### config.mk
export PLATFORM = sky130hd
export DESIGN_NAME = control_barrera
export DESIGN_NICKNAME = d
export VERILOG_FILES = /design/src/rtl/control_barrera.sv
export SDC_FILE = /design/constraint.sdc
export NUM_CORES = 1
export LEC_CHECK = 0
export ABC_AREA = 1
export CAP_MARGIN = 30
export CORE_MARGIN = 2
export CORE_UTILIZATION = 40
export CTS_CLUSTER_SIZE = 28
export DETAILED_ROUTE_END_ITERATION = 8
export MAX_ROUTING_LAYER = met4
export PLACE_DENSITY = 0.74
export SYNTH_ARGS = -nofsm -noshare
export SYNTH_HDL_FRONTEND = slang
export SYNTH_SLANG_ARGS = --single-unit
### constraint.sdc
create_clock -name clk -period 1.85 [get_ports clk]
set_input_delay 0.37 -clock clk [delete_from_list [all_inputs] [get_ports clk]]
set_output_delay 0.37 -clock clk [all_outputs]
set_load 0.02 [all_outputs]
### src/rtl/control_barrera.sv
// Shared entry/exit lane sequencer: arbitrates requests, drives barriers,
// confirms each crossing and pulses z1/z2 into the occupancy counter.
module control_barrera #(
    parameter int T_ABIERTO = 50,
    parameter int T_CIERRE  = 4,
    parameter int CAPACIDAD = 7,
    parameter int CW        = 8
) (
    input  logic       clk,
    input  logic       reset,
    input  logic       req_ent,
    input  logic       req_sal,
    input  logic       paso,
    input  logic       lleno,
    input  logic [2:0] c,
    output logic       bar_ent,
    output logic       bar_sal,
    output logic       z1,
    output logic       z2,
    output logic       ocupado,
    output logic       error
);

    typedef enum logic [3:0] {
        S_IDLE     = 4'd0,
        S_ABRE_ENT = 4'd1,
        S_ABRE_SAL = 4'd2,
        S_PASO_ENT = 4'd3,
        S_PASO_SAL = 4'd4,
        S_FIN_ENT  = 4'd5,
        S_FIN_SAL  = 4'd6,
        S_TMO      = 4'd7,
        S_CIERRE   = 4'd8
    } state_t;

    localparam logic [CW-1:0] ABRE_LAST   = CW'(T_ABIERTO - 1);
    localparam logic [CW-1:0] CIERRE_LAST = CW'(T_CIERRE - 1);
    localparam logic [3:0]    CAP         = 4'(CAPACIDAD);

    state_t        state_q, state_d;
    logic [CW-1:0] timer_q, timer_d;
    logic          ult_q, ult_d;
    logic          ok_ent, ok_sal;

    assign ok_ent = req_ent & ~lleno & ({1'b0, c} < CAP);
    assign ok_sal = req_sal & (c != 3'd0);

    always_comb begin
        state_d = state_q;
        ult_d   = ult_q;
        case (state_q)
            S_IDLE: begin
                // ult=1 means exit was served last, so entry wins a tie
                if (ok_ent && (!ok_sal || ult_q)) begin
                    state_d = S_ABRE_ENT;
                    ult_d   = 1'b0;
                end else if (ok_sal) begin
                    state_d = S_ABRE_SAL;
                    ult_d   = 1'b1;
                end
            end
            S_ABRE_ENT: begin
                if (paso)
                    state_d = S_PASO_ENT;
                else if (timer_q == ABRE_LAST)
                    state_d = S_TMO;
            end
            S_ABRE_SAL: begin
                if (paso)
                    state_d = S_PASO_SAL;
                else if (timer_q == ABRE_LAST)
                    state_d = S_TMO;
            end
            S_PASO_ENT: if (!paso) state_d = S_FIN_ENT;
            S_PASO_SAL: if (!paso) state_d = S_FIN_SAL;
            S_FIN_ENT:  state_d = S_CIERRE;
            S_FIN_SAL:  state_d = S_CIERRE;
            S_TMO:      state_d = S_CIERRE;
            S_CIERRE:   if (timer_q == CIERRE_LAST) state_d = S_IDLE;
            default:    state_d = S_IDLE;
        endcase
    end

    always_comb begin
        timer_d = timer_q;
        if (state_d != state_q)
            timer_d = '0;
        else if (state_q == S_ABRE_ENT || state_q == S_ABRE_SAL
                 || state_q == S_CIERRE)
            timer_d = timer_q + CW'(1);
    end

    always_comb begin
        bar_ent = 1'b0;
        bar_sal = 1'b0;
        z1      = 1'b0;
        z2      = 1'b0;
        error   = 1'b0;
        ocupado = (state_q != S_IDLE);
        case (state_q)
            S_ABRE_ENT, S_PASO_ENT: bar_ent = 1'b1;
            S_ABRE_SAL, S_PASO_SAL: bar_sal = 1'b1;
            S_FIN_ENT:              z1      = 1'b1;
            S_FIN_SAL:              z2      = 1'b1;
            S_TMO:                  error   = 1'b1;
            default: ;
        endcase
    end

    always_ff @(posedge clk) begin
        if (reset) begin
            state_q <= S_IDLE;
            timer_q <= '0;
            ult_q   <= 1'b1;
        end else begin
            state_q <= state_d;
            timer_q <= timer_d;
            ult_q   <= ult_d;
        end
    end

endmodule

==> summary.txt, run 1 <==
CTS
  • H-tree depth: 1
  • Num Clock Sinks: 13
  • Clock tree buffer depth: 2
  • Worst-Skew Late Latency: 0.26 ns
  • CTS buffer count: 3
  • Clk root buf: clkbuf_4
  • Clock transition at the registers of the reported paths: around 0.070 ns
  • CTS tree: built

GRT
  • Total grt overflow: 0
  • Vias in the first global route: between 800 and 900
  • First-pass GRT wire length: roughly 3400 um
  • GRT Util Overall: between 15 and 20%
  • Largest net degree at the start of global routing: 9
  • Initial antenna violation count: 0

Timing
  • Slew HR: 82.9%
  • Final period demand of the worst path: between 1.5 and 2 ns
  • Final Skew: between 0.003 and 0.004 ns
  • Post-route setup TNS: 0 ns
  • Pins Over Slew Limit: 0
  • Setup violations, final: 0
  • Final period utilization: around 90%
  • RSZ-0062 raised after global routing: false
  • Achievable frequency: around 0.6 GHz
  • Hold Fails Final Rpt: 0
  • Worst-margin pin slew: between 0.2 and 0.3 ns

Synth
  • Synth Register Bits: 13
  • Syn_nets: ~160
  • Syn_area_per_cell: between 6 and 7 um2
  • Total number of yosys warnings: 0
  • Distinct cells, synth: 19
  • Post-Syn Area: 887 um2
  • Number of cells produced by synthesis: roughly 150
  • Seq/Total Area, Yosys: between 20% and 30%

Power and ir drop
  • Pwr Density: a little over 700 mW/mm2
  • Worst vdd ir: roughly 0.00034 V
  • Leak pwr: 0.000525 uW

Final layout
  • Post-Layout Inst Area: 0.00111 mm2
  • Commonest non-fill, non-tap cells in the layout: nand2_1 (35), inv_1 (26), nor2_1 (22)
  • Nets@finish: between 150 and 200
  • Antenna diode count: 0
  • Commonest non-fill, non-tap cell in the layout: nand2_1
  • Final Core Density: 51.7%
  • Fin cells: a little under 200
  • Layout cell share with drive strength beyond 1: 12.6%
  • Fillers: 207
  • Area delta synth->final: 25.1%

Drt
  • DR vias/cell: 4.72
  • DR iter-0 viols: 24
  • Total wire length: approximately 1800 um
  • Total number of vias: 920
  • DRC: 0
  • Routed Antenna Nets: 0
  • Drt pass-1 iters: 5
  • WL per Instance: ~9 um

Placed design
  • PortBufs: 14
  • Dpl cell area: 0.00109 mm2
  • Routability congestion estimate: slightly below 0.9
  • DP HPWL: approximately 1500 um
  • Dpl cells: 191

Worst hold path
  • Min-Delay Path Class: reg -> reg

Critical path
  • CP Launch Type: register
  • Critical path class: reg -> out
  • Crit path max fanout: 7
  • Arr. time, crit path: 1.34 ns
  • Worst EP required: ~1.5 ns
  • Crit. End Element: output pin

Floorplan
  • Total die area: approximately 0.0026 mm2
  • Die extent in y: between 50 and 60 um
  • I/O pins: 15
  • Die width: around 50 um
  • Core Area: 0.00215 mm2
  • Num rows: 17
  • Starting density of the core: between 40% and 50%

Status
  • Outcome: finished clean

Flow run
  • Max_cap viols: 0
worst max-delay path, stage by stage (launching register included):
cell and delay [ns]:
dfxtp_1 0.37, buf_4 0.17, nor2_2 0.11, nand2_2 0.06
nand2_1 0.05, dlygate4sd2_1 0.32
area by class of cell:
type                            count  area [um2]  share of cell area (%)
Timing Repair Buffer               19         159                    14.3
Multi-Input combinational cell    104         526                    47.4
Clock buffer                        4        26.3                    2.37
Sequential cell                    13         263                    23.7
Inverter                           27         101                    9.13
Tap cell                           28        35.0                    3.16
metal layers:
layer / vias up / track usage (%) / share of wire (%) / routed length [um]
met1: 404 / 20.7 / 47 / 844
met4: 0 / 4.05 / 0.56 / 10
met2: 20 / 28.6 / 49 / 865
met5: - / - / 0 / 0
li1: 494 / - / - / -
met3: 2 / 3.51 / 3.5 / 63
flip-flops by register name (all words and copies together) (netlist names):
name / flops
timer_q: 8
ult_q: 1
state_q: 4
kinds of logic (layout without fill, tap and decap cells):
logic type	Yosys count	in the layout	synth area share, %
flip-flops	13	13	29.3
multiplexers	1	1	1.13
buffers and inverters	28	50	12.0
XOR/XNOR	6	6	5.92
adder cells (fa/ha/maj)	2	2	2.82
AO/OA/AOI/OAI	9	9	5.78
AND/OR/NAND/NOR	86	86	43.0
worst paths after layout:
| check | startpoint | endpoint | slack (ns) | cells after the start |
|---|---|---|---|---|
| max | state_q[0] | bar_sal | 0.14 | 5 |
| min | ult_q | ult_q | 0.48 | 2 |
| max reg2reg | state_q[0] | timer_q[6] | 0.26 | 10 |
| min reg2reg | ult_q | ult_q | 0.48 | 2 |
repair_timing:
item	CTS	global route
hold buffers	0	0
pin swaps	0	0
buffers inserted	0	0
resized for setup	11	7
endpoints found under the setup margin	6	4
synth_stat cells (all sizes together):
cell | count | area share, %
o21ai | 6 | 3.8
buf | 1 | 0.56
nand4 | 6 | 4.2
ha | 2 | 2.8
nand3 | 15 | 9.6
a21oi | 2 | 1.1
nand2 | 36 | 16
nor3 | 4 | 2.3
xor2 | 6 | 5.9
nor2 | 25 | 11
o21bai | 1 | 0.85
dfxtp | 13 | 29
inv | 27 | 11
mux2i | 1 | 1.1
report_power, final:
group          leakage (uW)  switching [uW]  internal, uW  total, uW
clock network     0.0000150            83.4          83.3        167
logic              0.000403             189           123        312
registers          0.000106            24.7           297        322
through the flow:
stage	total power, uW	hold slack (ns)	worst slack (ns)
after floorplan	535	0.439	0.375
after global placement	647	0.470	-0.0198
after detailed placement	651	0.468	-0.0366
after CTS	813	0.487	0.00508
after global routing	868	0.535	0.0130
final	801	0.483	0.139
(Power assumes the default switching activity.)
==> inputs of run 2 (changes only) <==
CELL_PAD_IN_SITES_DETAIL_PLACEMENT = 1   (was default)
CELL_PAD_IN_SITES_GLOBAL_PLACEMENT = 1   (was default)
CORE_UTILIZATION = 35   (was 40)
PLACE_DENSITY = 0.88   (was 0.74)
==> run 2 against run 1 <==
Net effect: fmax shrank 1.3%; wire length grew 33%; final cell count grew 1.5%; clock-buffer cell count is the same; register-to-register slack lost 0.04 ns; sequential power is essentially flat; critical endpoint is now bar_ent; highest routed layer unchanged.
==> summary.txt, run 2 (synthesized netlist as in run 1, its figures left out) <==
Status
  • Outcome: finished clean

Critical path
  • Crit path max fanout: 6
  • R2r worst-path depth: 9
  • Reg2reg start: state_q[3]
  • Arr. time, crit path: 1.36 ns
  • Worst EP required: ~1.5 ns
  • Worst path cell trace: nor2_4 > nand3_1 > nand2_1 > dlygate4sd2_1
  • R2R setup slack: between 0.2 and 0.25 ns
  • Worst r2r dst: timer_q[6]
  • Critical path class: reg -> out
  • Slowest cell on crit path: dfxtp_1
  • Crit. End Element: output pin
  • CP Launch Type: register
  • Slowest cell delay on critical path: approximately 0.37 ns

Drt
  • Total wire length: ~2400 um
  • DR iter-0 viols: 10
  • Drt pass-1 iters: 4
  • DRC: 0
  • WL per Instance: approximately 12 um
  • DR vias/cell: between 4 and 5
  • Total number of vias: 956
  • Routed Antenna Nets: 0

Timing
  • Hold Fails Final Rpt: 0
  • RSZ-0062 raised after global routing: false
  • Pins Over Slew Limit: 0
  • Slew HR: about four fifths
  • Setup violations, final: 0
  • Final WS setup: approximately 0.12 ns
  • Final period demand of the worst path: ~1.7 ns
  • Final Skew: a little under 0.0005 ns
  • Worst-margin pin slew: roughly 0.29 ns
  • Final period utilization: between 90% and 100%
  • Achievable frequency: between 0.5 and 0.6 GHz

Final layout
  • Biggest register: timer_q
  • Area delta synth->final: 27.8%
  • Storage cell area: approximately 270 um2
  • Largest regs: timer_q: 8 flops, state_q: 4 flops, ult_q: 1 flops
  • Commonest non-fill, non-tap cell in the layout: nand2_1
  • Post-Layout Inst Area: approximately 0.0011 mm2
  • Final Core Density: a little under half
  • Max reg flops: 8
  • Fillers: approximately 360
  • Layout cell share with drive strength beyond 1: around 15%
  • Antenna diode count: 0
  • Fin cells: 198
  • Nets@finish: 180
  • Commonest non-fill, non-tap cells in the layout: nand2_1 (35), inv_1 (26), nor2_1 (21)
  • Multi-input logic area: approximately 540 um2

Power and ir drop
  • Sequential fraction of design power: about two fifths
  • Worst vdd ir: 0.000465 V
  • Net Sw Frac: between 30% and 40%
  • Leak pwr: ~0.00053 uW
  • Total chip power: roughly 850 uW
  • Sw Pwr: 334 uW
  • Internal power: between 500 and 600 uW
  • Pwr Density: about 750 mW/mm2
  • Combinational share of power: approximately 40%
  • Clock Power Share: between 20% and 30%

Placed design
  • DP HPWL: between 1500 and 2000 um
  • Routability congestion estimate: 0.815
  • Placement Setup Slack: -0.130 ns
  • Dpl cell area: between 0.001 and 0.0015 mm2
  • PortBufs: 14
  • Dpl cells: about 190

CTS
  • H-tree depth: 1
  • Clock transition at the registers of the reported paths: around 0.080 ns
  • CTS buffer count: 3
  • Worst-Skew Late Latency: approximately 0.28 ns
  • Clk root buf: clkbuf_4
  • Post-CTS Hold Buffers: 0
  • CTS tree: built
  • Num Clock Sinks: 13
  • Clock tree buffer depth: 2

GRT
  • Met1 Usage GRT: 20.1%
  • Largest net degree at the start of global routing: 9
  • Vias in the first global route: between 900 and 1000
  • Global Route met3 Usage: under 10%
  • Total grt overflow: 0
  • First-pass GRT wire length: slightly below 4000 um
  • GR Util met2: approximately a third
  • Initial antenna violation count: 0
  • Most used routing layer in global routing: met2
  • GRT Util Overall: between 10% and 20%

Worst hold path
  • Min-Delay Path Class: reg -> reg
  • WHS Path Cells: 2
  • Worst hold start: ult_q
  • Worst Hold End: ult_q

Floorplan
  • I/O pins: 15
  • Num rows: 18
  • Die extent in y: 54.3 um
  • Core Area: about 0.0024 mm2
  • Total die area: 0.00295 mm2
  • Starting density of the core: ~36%
  • Die width: roughly 54 um

Flow run
  • Max_cap viols: 0
-- run 2: cell types whose count changed in the layout (fill, tap and decap cells not counted) --
| cell | delta |
|---|---|
| dfxtp_2 | +2 |
| nand3_4 | +1 |
| buf_2 | +2 |
| buf_4 | +1 |
| nor2_1 | -1 |
| dlygate4sd2_1 | -1 |
| clkdlybuf4s15_1 | +1 |
| nand3_2 | -1 |
| dfxtp_1 | -2 |
| nor2_2 | +1 |
| clkbuf_2 | -2 |
-- run 2: power by group through the flow --
| stage | Combinational (uW) | Sequential, uW | Clock (uW) |
|---|---|---|---|
| 2_1_floorplan | 219 | 316 | 0 |
| 3_3_place_gp | 331 | 325 | 0 |
| 3_5_place_dp | 345 | 327 | 0 |
| 4_1_cts | 335 | 325 | 187 |
| 5_1_grt | 389 | 328 | 200 |
| 6_report | 345 | 325 | 180 |
-- run 2: cell type report --
cell class	count	share of cell area, %
inverter	27	8.94
clock buffer	4	2.32
timing repair buffer	20	14.8
sequential	13	23.4
tap	30	3.31
multi-input combinational	104	47.2
-- run 2: how the worst max path moves through the flow --
stage               start         end  depth (start not counted)  slack (ns)
6_report       state_q[3]     bar_ent                          4        0.12
3_3_place_gp         paso  timer_q[5]                         10       -0.03
4_1_cts        state_q[2]          z2                          5        0.02
3_5_place_dp         paso  timer_q[1]                         11       -0.13
5_1_grt        state_q[2]     bar_sal                          5        0.02
2_1_floorplan  state_q[0]  timer_q[0]                         10        0.37
-- run 2: repair_timing --
| action | in CTS | in global routing |
|---|---|---|
| gates resized for setup | 16 | 9 |
| setup buffers | 0 | 0 |
| setup endpoints to repair | 6 | 10 |
-- run 2: stage by stage --
step / hold WS (ns) / setup TNS (ns)
after floorplan: 0.439 / 0
after global placement: 0.473 / -0.177
final: 0.492 / 0
after global routing: 0.550 / 0
after detailed placement: 0.479 / -0.907
after CTS: 0.502 / 0
-- run 2: critical path, delay by kind of cell (launching register included) --
family                 cells  cell delay (ns)
buffers and inverters      1             0.32
DFF                        1             0.37
and+or+nand+nor            3             0.39
-- run 2: layer usage --
metal	vias to the layer above	routed length [um]
met5	-	0
met4	0	39
met3	6	55
met2	11	1230
met1	440	1050
li1	499	-
==> inputs of run 3 (changes only) <==
CTS_BUF_LIST = sky130_fd_sc_hd__clkbuf_8 sky130_fd_sc_hd__clkbuf_16   (was default)
==> run 3 against run 2 <==
Net effect: fmax up 1.7%; global-route usage up 0.059 points; cell area increased by 2.0%; critical path type unchanged; critical endpoint is now bar_sal; largest power group unchanged.
==> summary.txt, run 3 (synthesized netlist as in run 1, its figures left out) <==
Final layout
  • Fillers: 350
  • Biggest register: timer_q
  • Post-Layout Inst Area: around 0.0012 mm2
  • Max reg flops: 8
  • Commonest non-fill, non-tap cells in the layout: nand2_1 (35), inv_1 (27), nor2_1 (22)
  • Antenna diode count: 0
  • Area delta synth->final: 30.3%
  • Storage cell area: 265 um2
  • Nets@finish: 180
  • Layout cell share with drive strength beyond 1: 14.3%
  • Largest regs: timer_q: 8 flops, state_q: 4 flops, ult_q: 1 flops
  • Commonest non-fill, non-tap cell in the layout: nand2_1
  • Multi-input logic area: 538 um2

Floorplan
  • Total die area: ~0.003 mm2
  • Die width: approximately 54 um
  • Starting density of the core: between 30% and 40%
  • Die extent in y: around 54 um
  • Core Area: between 0.002 and 0.0025 mm2
  • I/O pins: 15
  • Num rows: 18

Timing
  • Achievable frequency: 0.586 GHz
  • Worst-margin pin slew: about 0.29 ns
  • Slew HR: roughly 81%
  • Hold WS: around 0.5 ns
  • Post-route setup TNS: 0 ns
  • Setup violations, final: 0
  • Pins Over Slew Limit: 0
  • Final period utilization: ~92%
  • RSZ-0062 raised after global routing: false
  • Final WS setup: 0.145 ns
  • Final period demand of the worst path: approximately 1.7 ns
  • Hold Fails Final Rpt: 0
  • Final Skew: about 0.0024 ns

Worst hold path
  • Worst hold start: ult_q
  • WHS Path Cells: 2
  • Min-Delay Path Class: reg -> reg
  • Worst Hold End: ult_q

GRT
  • Total grt overflow: 0
  • First-pass GRT wire length: between 3000 and 4000 um
  • GRT Util Overall: between 10% and 20%
  • Vias in the first global route: 953
  • Largest net degree at the start of global routing: 9
  • Initial antenna violation count: 0

Critical path
  • Critical path's most frequent cell: nand2_1
  • Slowest cell delay on critical path: 0.37 ns
  • Delay-heaviest family, CP: buffers and inverters
  • R2r worst-path depth: 11
  • Crit path max fanout: 4
  • Crit. End Element: output pin
  • Reg2reg start: timer_q[1]
  • Worst EP required: approximately 1.5 ns
  • Worst path cell trace: inv_1 > nor2_1 > nand2_1 > nand2_1 > dlygate4sd2_1
  • CP Launch Type: register
  • Arr. time, crit path: ~1.3 ns
  • Critical path class: reg -> out
  • Slowest cell on crit path: dfxtp_2
  • R2R setup slack: 0.21 ns
  • Buffer and inverter count on the worst path: 2
  • Worst r2r dst: timer_q[1]

CTS
  • Post-CTS Hold Buffers: 0
  • Postcts setup bufs: 0
  • Worst-Skew Late Latency: about 0.24 ns
  • Num Clock Sinks: 13
  • CTS tree: built
  • H-tree depth: 1
  • Clk root buf: clkbuf_8
  • Post_cts resized: 14
  • Clock transition at the registers of the reported paths: approximately 0.05 ns
  • Clock tree buffer depth: 2
  • CTS buffer count: 3

Placed design
  • PortBufs: 14
  • Placement Setup Slack: -0.130 ns
  • Dpl cell area: approximately 0.0011 mm2
  • DP HPWL: about 2000 um
  • Routability congestion estimate: around 0.81

Drt
  • Total number of vias: 990
  • WL per Instance: between 10 and 15 um
  • Routed Antenna Nets: 0
  • Drt pass-1 iters: 4
  • DRC: 0
  • DR iter-0 viols: 14
  • DR vias/cell: 5.00
  • Total wire length: ~2400 um

Power and ir drop
  • Pwr Density: 791 mW/mm2
  • Total chip power: slightly above 900 uW
  • Worst vdd ir: 0.000523 V
  • Leak pwr: between 0.0005 and 0.0006 uW

Status
  • Outcome: finished clean

Flow run
  • Max_cap viols: 0
==> run 3: final cells by class <==
cell class / instances / share of cell area (%)
clock buffers: 3 / 3.57
repair buffers: 20 / 14.6
multi-input cells: 104 / 46.5
inverters: 27 / 8.77
flip-flops and latches: 13 / 22.9
clock inverters: 1 / 0.325
well taps: 30 / 3.25
==> run 3: where the power goes <==
group | internal, uW | switching [uW] | leakage (uW)
Clock | 146 | 96.8 | 0.0000269
Sequential | 300 | 28.3 | 0.000107
Combinational | 132 | 211 | 0.000421
Total | 578 | 336 | 0.000555
==> run 3: metrics by stage <==
step	cells	util (%)
2_1_floorplan	145	-
3_3_place_gp	194	45.4
3_5_place_dp	194	45.4
4_1_cts	198	47.6
5_1_grt	198	47.5
6_report	198	47.5
==> run 3: metal layers <==
metal / routed length, um / share of wire [%] / track usage (%)
met1: 1050 / 44 / 20.1
met4: 91 / 3.8 / 10.8
met2: 1190 / 50 / 31.3
met5: 0 / 0 / -
met3: 63 / 2.6 / 4.10
==> run 3: worst max path at each step <==
stage	start	to	slack (ns)	cells past startpoint
final	state_q[2]	bar_sal	0.14	5
after global placement	paso	timer_q[5]	-0.03	10
after floorplan	state_q[0]	timer_q[0]	0.37	10
after global routing	timer_q[1]	timer_q[1]	0.01	11
after detailed placement	paso	timer_q[1]	-0.13	11
after CTS	state_q[2]	error	0.03	5
==> run 3: worst reg2reg max path, stage by stage, from the launching register on <==
cell	delay, ns
dfxtp_1	0.39
inv_1	0.09
ha_1	0.20
nand3_1	0.12
o21ai_0	0.10
nand2_1	0.10
nand2_1	0.06
nand2_1	0.05
nand2_1	0.05
nor2_1	0.18
nand3_4	0.14
nor2_1	0.12
